`config.mk`:
```
export PLATFORM = sky130hd
export DESIGN_NAME = m_decode_stage_flat
export DESIGN_NICKNAME = d
export VERILOG_FILES = /design/src/rtl/m_decode_stage_if.sv /design/src/rtl/m_decode_stage.sv /design/src/flat_wrapper.sv
export SDC_FILE = /design/constraint.sdc
export NUM_CORES = 1
export LEC_CHECK = 0
export ABC_AREA = 1
export BUFFER_PORTS_ARGS = -buffer_cell sky130_fd_sc_hd__buf_4
export CELL_PAD_IN_SITES_DETAIL_PLACEMENT = 0
export CELL_PAD_IN_SITES_GLOBAL_PLACEMENT = 1
export CORE_MARGIN = 2
export CORE_UTILIZATION = 34
export CTS_CLUSTER_SIZE = 8
export DETAILED_ROUTE_END_ITERATION = 8
export GPL_ROUTABILITY_DRIVEN = 0
export PLACE_DENSITY_LB_ADDON = 0.25
export SLEW_MARGIN = 5
export SYNTH_ARGS = -nofsm -noshare
export SYNTH_HDL_FRONTEND = slang
export SYNTH_HIERARCHICAL = 1
export SYNTH_SLANG_ARGS = --single-unit
```
`constraint.sdc`:
```
create_clock -name clk -period 2.9 [get_ports clk]
set_input_delay 0.58 -clock clk [delete_from_list [all_inputs] [get_ports clk]]
set_output_delay 0.58 -clock clk [all_outputs]
set_load 0.01 [all_outputs]
```
`src/rtl/m_decode_stage_if.sv`:
```
// Decode-stage bus: instruction offer, register-file read ports, writeback
// snoop, decoded bundle out and the scoreboard view.
interface m_decode_stage_if #(
    parameter int XLEN = 32
);
    typedef struct packed {
        logic [4:0]      rd;
        logic [XLEN-1:0] a;
        logic [XLEN-1:0] b;
        logic [6:0]      opcode;
        logic [2:0]      funct3;
        logic [6:0]      funct7;
    } s_decoded;

    logic            in_valid;
    logic            in_ready;
    logic [31:0]     in_instr;
    logic [4:0]      rs_sel;
    logic [XLEN-1:0] rs_in;
    logic [4:0]      rq_sel;
    logic [XLEN-1:0] rq_in;
    logic            wb_valid;
    logic [4:0]      wb_sel;
    logic [XLEN-1:0] wb_data;
    logic            out_valid;
    logic            out_ready;
    s_decoded        out_decoded;
    logic [31:0]     busy_mask;

    modport master (
        output in_valid, in_instr, rs_in, rq_in, wb_valid, wb_sel, wb_data, out_ready,
        input  in_ready, rs_sel, rq_sel, out_valid, out_decoded, busy_mask
    );

    modport slave (
        input  in_valid, in_instr, rs_in, rq_in, wb_valid, wb_sel, wb_data, out_ready,
        output in_ready, rs_sel, rq_sel, out_valid, out_decoded, busy_mask
    );
endinterface

```
`src/rtl/m_decode_stage.sv`:
```
// Decode stage: one-deep registered decoded bundle, RAW scoreboard and optional
// writeback-to-decode forwarding. rst_n is released synchronously to clk upstream.
module m_decode_stage #(
    parameter int XLEN   = 32,
    parameter bit FWD_EN = 1'b1
) (
    input logic             clk,
    input logic             rst_n,
    input logic             flush,
    m_decode_stage_if.slave dec
);

    function automatic logic [31:0] reg_bit(input logic [4:0] sel);
        return 32'd1 << sel;
    endfunction

    logic [4:0]      rd_s;
    logic [4:0]      rs_sel_s;
    logic [4:0]      rq_sel_s;
    logic [6:0]      opcode_s;
    logic [2:0]      funct3_s;
    logic [6:0]      funct7_s;

    logic            rs_fwd_s;
    logic            rq_fwd_s;
    logic            hazard_s;
    logic            in_ready_s;
    logic            accept_s;
    logic [XLEN-1:0] a_s;
    logic [XLEN-1:0] b_s;
    logic [31:0]     set_mask_s;
    logic [31:0]     clr_mask_s;

    logic            out_valid_r;
    logic [31:0]     busy_r;
    logic [4:0]      rd_r;
    logic [XLEN-1:0] a_r;
    logic [XLEN-1:0] b_r;
    logic [6:0]      opcode_r;
    logic [2:0]      funct3_r;
    logic [6:0]      funct7_r;

    m_decoder u_decoder (
        .instr  (dec.in_instr),
        .rd     (rd_s),
        .rs_sel (rs_sel_s),
        .rq_sel (rq_sel_s),
        .opcode (opcode_s),
        .funct3 (funct3_s),
        .funct7 (funct7_s)
    );

    // Hazard check, operand select and scoreboard set/clear masks.
    always_comb begin
        rs_fwd_s   = FWD_EN && dec.wb_valid && (dec.wb_sel == rs_sel_s);
        rq_fwd_s   = FWD_EN && dec.wb_valid && (dec.wb_sel == rq_sel_s);
        hazard_s   = (busy_r[rs_sel_s] && !rs_fwd_s) || (busy_r[rq_sel_s] && !rq_fwd_s);
        in_ready_s = !flush && !hazard_s && (!out_valid_r || dec.out_ready);
        accept_s   = dec.in_valid && in_ready_s;
        a_s        = rs_fwd_s ? dec.wb_data : dec.rs_in;
        b_s        = rq_fwd_s ? dec.wb_data : dec.rq_in;
        // r0 is never a real destination, so it is never marked busy.
        set_mask_s = (accept_s && (rd_s != 5'd0)) ? reg_bit(rd_s) : 32'd0;
        clr_mask_s = dec.wb_valid ? reg_bit(dec.wb_sel) : 32'd0;
    end

    // Output bundle register and scoreboard; set is OR-ed after clear so set wins.
    always_ff @(posedge clk or negedge rst_n) begin
        if (!rst_n) begin
            out_valid_r <= 1'b0;
            busy_r      <= 32'd0;
            rd_r        <= 5'd0;
            a_r         <= '0;
            b_r         <= '0;
            opcode_r    <= 7'd0;
            funct3_r    <= 3'd0;
            funct7_r    <= 7'd0;
        end else if (flush) begin
            out_valid_r <= 1'b0;
            busy_r      <= 32'd0;
        end else begin
            busy_r <= (busy_r & ~clr_mask_s) | set_mask_s;
            if (accept_s) begin
                out_valid_r <= 1'b1;
                rd_r        <= rd_s;
                a_r         <= a_s;
                b_r         <= b_s;
                opcode_r    <= opcode_s;
                funct3_r    <= funct3_s;
                funct7_r    <= funct7_s;
            end else if (dec.out_ready) begin
                out_valid_r <= 1'b0;
            end
        end
    end

    assign dec.rs_sel      = rs_sel_s;
    assign dec.rq_sel      = rq_sel_s;
    assign dec.in_ready    = in_ready_s;
    assign dec.out_valid   = out_valid_r;
    assign dec.busy_mask   = busy_r;
    // Concatenation order follows the packed field order of s_decoded.
    assign dec.out_decoded = {rd_r, a_r, b_r, opcode_r, funct3_r, funct7_r};

endmodule

// Pure field extraction of an R-type style instruction word.
module m_decoder (
    input  logic [31:0] instr,
    output logic [4:0]  rd,
    output logic [4:0]  rs_sel,
    output logic [4:0]  rq_sel,
    output logic [6:0]  opcode,
    output logic [2:0]  funct3,
    output logic [6:0]  funct7
);
    assign opcode = instr[6:0];
    assign rd     = instr[11:7];
    assign funct3 = instr[14:12];
    assign rs_sel = instr[19:15];
    assign rq_sel = instr[24:20];
    assign funct7 = instr[31:25];
endmodule

```
`src/flat_wrapper.sv`:
```
// flat-port wrapper written by rule: the top's interface ports become plain ports
module m_decode_stage_flat 
#(
    parameter int XLEN   = 32,
    parameter bit FWD_EN = 1'b1
)
  (clk, rst_n, flush, dec_in_valid, dec_in_instr, dec_rs_in, dec_rq_in, dec_wb_valid, dec_wb_sel, dec_wb_data, dec_out_ready, dec_in_ready, dec_rs_sel, dec_rq_sel, dec_out_valid, dec_out_decoded, dec_busy_mask);
  m_decode_stage_if #(.XLEN(XLEN)) dec_i ();
  input logic clk;
  input logic rst_n;
  input logic flush;
  input wire logic [$bits(dec_i.in_valid)-1:0] dec_in_valid;
  input wire logic [$bits(dec_i.in_instr)-1:0] dec_in_instr;
  input wire logic [$bits(dec_i.rs_in)-1:0] dec_rs_in;
  input wire logic [$bits(dec_i.rq_in)-1:0] dec_rq_in;
  input wire logic [$bits(dec_i.wb_valid)-1:0] dec_wb_valid;
  input wire logic [$bits(dec_i.wb_sel)-1:0] dec_wb_sel;
  input wire logic [$bits(dec_i.wb_data)-1:0] dec_wb_data;
  input wire logic [$bits(dec_i.out_ready)-1:0] dec_out_ready;
  output wire logic [$bits(dec_i.in_ready)-1:0] dec_in_ready;
  output wire logic [$bits(dec_i.rs_sel)-1:0] dec_rs_sel;
  output wire logic [$bits(dec_i.rq_sel)-1:0] dec_rq_sel;
  output wire logic [$bits(dec_i.out_valid)-1:0] dec_out_valid;
  output wire logic [$bits(dec_i.out_decoded)-1:0] dec_out_decoded;
  output wire logic [$bits(dec_i.busy_mask)-1:0] dec_busy_mask;
  assign dec_i.in_valid = dec_in_valid;
  assign dec_i.in_instr = dec_in_instr;
  assign dec_i.rs_in = dec_rs_in;
  assign dec_i.rq_in = dec_rq_in;
  assign dec_i.wb_valid = dec_wb_valid;
  assign dec_i.wb_sel = dec_wb_sel;
  assign dec_i.wb_data = dec_wb_data;
  assign dec_i.out_ready = dec_out_ready;
  assign dec_in_ready = dec_i.in_ready;
  assign dec_rs_sel = dec_i.rs_sel;
  assign dec_rq_sel = dec_i.rq_sel;
  assign dec_out_valid = dec_i.out_valid;
  assign dec_out_decoded = dec_i.out_decoded;
  assign dec_busy_mask = dec_i.busy_mask;
  m_decode_stage #(.XLEN(XLEN), .FWD_EN(FWD_EN)) u_core (.clk(clk), .rst_n(rst_n), .flush(flush), .dec(dec_i));
endmodule
```
== Yosys cells after proc, flatten, opt, wreduce, memory -nomap -nowiden ==
Cells that the tools add are included.
Widths: inputs -> output; s select.

* Register bits after elaboration: 119
* Bits of input ports: 139
* Output and inout bits: 130
* Word-level logic and storage cells: 48

* Order comparisons: 2
* Eq/ne operators: 2
* Shift-type cells: 2
* Muxes and demuxes: 12
* Bitwise operators: 4
* Reductions and logical operators: 18

{| class="wikitable"
|+ Operators with widths
! cell !! number
|-
| $mux 32 || 5
|-
| $shl 1x5->32 const A || 2
|-
| $and 32x32->32 || 1
|-
| $not 32->32 || 1
|-
| $or 32x32->32 || 1
|-
| $lt 5x6->1 const B || 2
|-
| $bmux 1 s5 || 2
|-
| $eq 5x5->1 || 2
|-
| $logic_and 1x1->1 || 8
|-
| $logic_not 1->1 || 5
|-
| $mux 1 || 5
|-
| $reduce_bool 5->1 || 1
|-
| $reduce_bool 3->1 || 1
|-
| $logic_or 1x1->1 || 2
|-
| $reduce_and 2->1 || 1
|-
| $not 1->1 || 1
|}

== Logic depth before layout (Yosys ltp) ==
* Depth in word-level cells: 13
* Mapped depth: 18
* Mapped depth without buffers: 14

== Cells and area by module ==
Netlist, hierarchy kept.

{| class="wikitable"
|+ Modules (own cells, without submodules)
! module !! times used !! cells an instance !! area an instance (um^2) !! sequential area each (um^2)
|-
| m_decode_stage || 1 || 930 || 6,548.8 || 2,977.9
|-
| m_decoder || 1 || 32 || 240.2 || 0.0
|}

== Least setup slack after synthesis ==
No wires, ideal clock.

* Path type: input -> output
* Start: input port dec_in_instr[15]
* End: output port dec_in_ready
* Arrival: 1.883 ns
* Required time: 2.320 ns
* Slack: 0.437 ns
* Stages: 11
* Path buffers: 4
* Cell sequence: buf_4 -> buf_4 -> buf_2 -> o21ai_0 -> o22ai_1 -> nor2_1 -> nor2_1 -> nor2_1 -> nor2_2 -> nor2_4 -> buf_2

* Word-level cells in the longest chain between the ends: 8
* Elaborated cells on any way between the ends: 10
* Those cells by class: eq/ne (1); mux (2); reduce/logical (7)

{| class="wikitable"
|+ RTL lines
! element !! RTL line !! source
|-
| start, declared || flat_wrapper.sv:13 || <nowiki>input wire logic [$bits(dec_i.in_instr)-1:0] dec_in_instr;</nowiki>
|-
| parallel branches: the longest is 3 deep, another holds $bmux 1 s5 || n/a ||
|-
| $logic_and 1x1->1 (*) || m_decode_stage.sv:57 || <nowiki>hazard_s = (busy_r[rs_sel_s] && !rs_fwd_s) || (busy_r[rq_sel_s] && !rq_fwd_s);</nowiki>
|-
| $logic_or 1x1->1 (*) || m_decode_stage.sv:57 ||
|-
| $logic_not 1->1 (*) || m_decode_stage.sv:58 || <nowiki>in_ready_s = !flush && !hazard_s && (!out_valid_r || dec.out_ready);</nowiki>
|-
| $logic_and 1x1->1 (*) (2 in series) || m_decode_stage.sv:58 ||
|-
| end, declared || flat_wrapper.sv:20 || <nowiki>output wire logic [$bits(dec_i.in_ready)-1:0] dec_in_ready;</nowiki>
|}

Every way passes the cells marked *. The select of a mux whose other input is x is not followed.

== Final worst setup path ==
* Start: input port dec_in_instr[16]
* End: output port dec_in_ready

The elaborated chain is that of the path after synthesis.

==> results.json <==
{
  "arrival_ns": 2.04,
  "finClkSkew_ns": 0.00977,
  "clkPwrFrac_pct": 36.9,
  "peakVddDrop_mv": 0.400,
  "slew_headroom_pct": 61.1,
  "dr.pass1.iters": 5,
  "setup.worst_path.end_class": "primary output",
  "whs_ns": 0.164,
  "worst_pin_slew_ns": 0.583,
  "p_leak_nw": 4.94,
  "grtUsageTotal_pct": 21.9,
  "htreeDepth": 4,
  "min_period_ns": 2.62,
  "power_density_mw_per_mm2": 621,
  "drt_iter0_drc": 438,
  "num_io_pins": 269,
  "fin_crit_sh_pct": 90.3,
  "p_int_mw": 4.06,
  "cts.reportedPaths.clkPinSlew_ns": 0.05,
  "start_kind": "input pin",
  "clk_latency_ns": 0.42,
  "cts_inserted_buffers": 17,
  "ant_nets": 0,
  "maxCapViolCount": 0,
  "vias": 6931,
  "cts_tree": "done",
  "viasPerCell": 4.80,
  "coreArea_mm2": 0.0195,
  "p_sw_share_pct": 29.7,
  "grt_pass1_wl_mm": 36.7,
  "drive_gt1_share_pct": 26.6,
  "yosysWarnings": 6,
  "cp_max_fo": 11,
  "crit_type": "input pin to primary output",
  "synth_nets": 1101,
  "diodes": 0,
  "hold_buffers": 0,
  "synth_area_mm2": 0.00679,
  "clock-root-buffer": "clkbuf_16",
  "combPwrFrac_pct": 25.7,
  "placed_cells": 1412,
  "dieArea_mm2": 0.0211,
  "ys_seq_area_share_pct": 43.9,
  "ys_ff_latch": 119,
  "final-hold-violation-count": 0,
  "min_path_type": "input pin to asynchronous set/reset pin",
  "synth.distinct_cells": 24,
  "slew_violations": 0,
  "drc": 0,
  "finalSetupTns_ns": 0,
  "rsz0062_at_grt": "no",
  "clkSinkCount": 119,
  "seqPwrFrac_pct": 37.4,
  "drt-total-wl_mm": 23.4,
  "globalRouteOverflowTotal": 0,
  "io_buffers": 268,
  "worst_ep_required_time_ns": 2.32,
  "dpl.hpwl_mm": 17.3,
  "final_nets": 1305,
  "finalNonFillerCells": 1444,
  "grt_max_degree": 82,
  "syn_inst": 962,
  "die_y_um": 145,
  "wl_per_cell_um": 16.2,
  "outcome": "finished clean",
  "post_cts_buffers": 0,
  "setup_viol": 0,
  "p_sw_mw": 1.72,
  "placementRows": 51,
  "fmax_ghz": 0.382,
  "antenna_found_initial": 0,
  "clock_path_buffers": 2,
  "final_core_util_pct": 47.6,
  "ctsResizeCount": 0,
  "area_growth_pct": 36.9,
  "die_w_um": 145,
  "start_util_pct": 34.8,
  "first_global_vias": 6563,
  "synth.avg_cell_area_um2": 7.06
}
-- state kept, by name (all words and copies together) (netlist names) --
signal,cells
u_core/dec.out_valid,1
u_core/funct7_r,7
u_core/dec.busy_mask,32
u_core/funct3_r,3
u_core/opcode_r,7
u_core/rd_r,5
u_core/a_r,32
u_core/b_r,32
-- power by group through the flow --
stage	Sequential [mW]	Combinational [mW]	Clock, mW
after floorplan	2.31	0.529	0
after global placement	2.18	1.50	0
after detailed placement	2.17	1.51	0
after CTS	2.16	1.51	2.17
after global routing	2.20	1.64	2.25
final	2.16	1.49	2.13
-- through the flow --
step                power, mW  cell area [um2]  setup slack, ns
finish                   5.77             9290            0.282
global placement         3.68             8700            0.289
global route             6.09             9290            0.117
CTS                      5.85             9290            0.271
floorplan                2.84             6790            0.437
detailed placement       3.68             8700            0.276
-- critical path, stage by stage --
cell	delay, ns
buf_4	0.16
clkinv_1	0.27
nand3_1	0.17
nand3_1	0.14
nand2_1	0.10
nand2_1	0.05
nand3_1	0.08
nand2_1	0.06
nor2_2	0.19
nor2_4	0.08
buf_4	0.16
-- layout make-up --
class,count,area [um2]
inverters,56,210
repair buffers,277,2150
well taps,265,332
clock buffers,19,443
clock inverters,13,155
fillers,2054,10200
multi-input cells,695,3020
flip-flops and latches,119,2980
-- final timing paths --
check,start,endpoint,slack [ns],cells after the start
max reg2reg,u_core/dec.busy_mask[28],u_core/a_r[2],0.87,14
min reg2reg,u_core/b_r[6],u_core/b_r[6],0.48,2
min in group clk,dec_in_instr[3],u_core/opcode_r[3],0.36,3
min,rst_n,u_core/funct7_r[6],0.16,1
max in group asynchronous,rst_n,u_core/b_r[7],2.03,2
max,dec_in_instr[16],dec_in_ready,0.28,11
-- Yosys cell counts (all sizes together) --
master / count / area share [%]
clkbuf: 18 / 1.0
nand2: 404 / 22
nor2: 29 / 1.8
nand3: 54 / 4.0
inv: 53 / 2.9
xnor2: 2 / 0.26
nand4: 37 / 3.4
o21ai: 107 / 7.9
nand3b: 1 / 0.11
buf: 74 / 7.6
o22ai: 7 / 0.65
nor4: 2 / 0.18
nor3: 16 / 1.2
dfrtp: 119 / 44
a21oi: 36 / 2.7
clkinv: 3 / 0.17
-- cells by family after synthesis --
family | share of synthesized area (%)
flops | 43.9
simple gates | 33.0
buf+inv | 11.7
compound gates | 11.2
xor+xnor | 0.258
-- cells in the final DEF (no fill, tap or decap), types with 2 or more instances in the layout --
cell / n
a21oi_1: 36
buf_12: 6
buf_4: 271
bufinv_16: 3
clkbuf_16: 17
clkinv_1: 3
clkinv_2: 4
clkinvlp_4: 6
dfrtp_1: 119
inv_1: 50
inv_2: 3
nand2_1: 403
nand3_1: 54
nand4_1: 37
nor2_1: 27
nor3_1: 16
nor4_1: 2
o21ai_0: 104
o21ai_1: 3
o22ai_1: 7
xnor2_1: 2
-- layer usage --
| layer | global-route usage [%] | routed length, um | vias to the layer above | part of all wire, % |
|---|---|---|---|---|
| li1 | - | - | 3485 | - |
| met1 | 29.6 | 10400 | 3164 | 45 |
| met2 | 33.5 | 10600 | 256 | 45 |
| met3 | 7.20 | 1860 | 26 | 7.9 |
| met4 | 6.86 | 493 | 0 | 2.1 |
| met5 | 0 | 0 | - | 0 |
(Power assumes the default switching activity.)
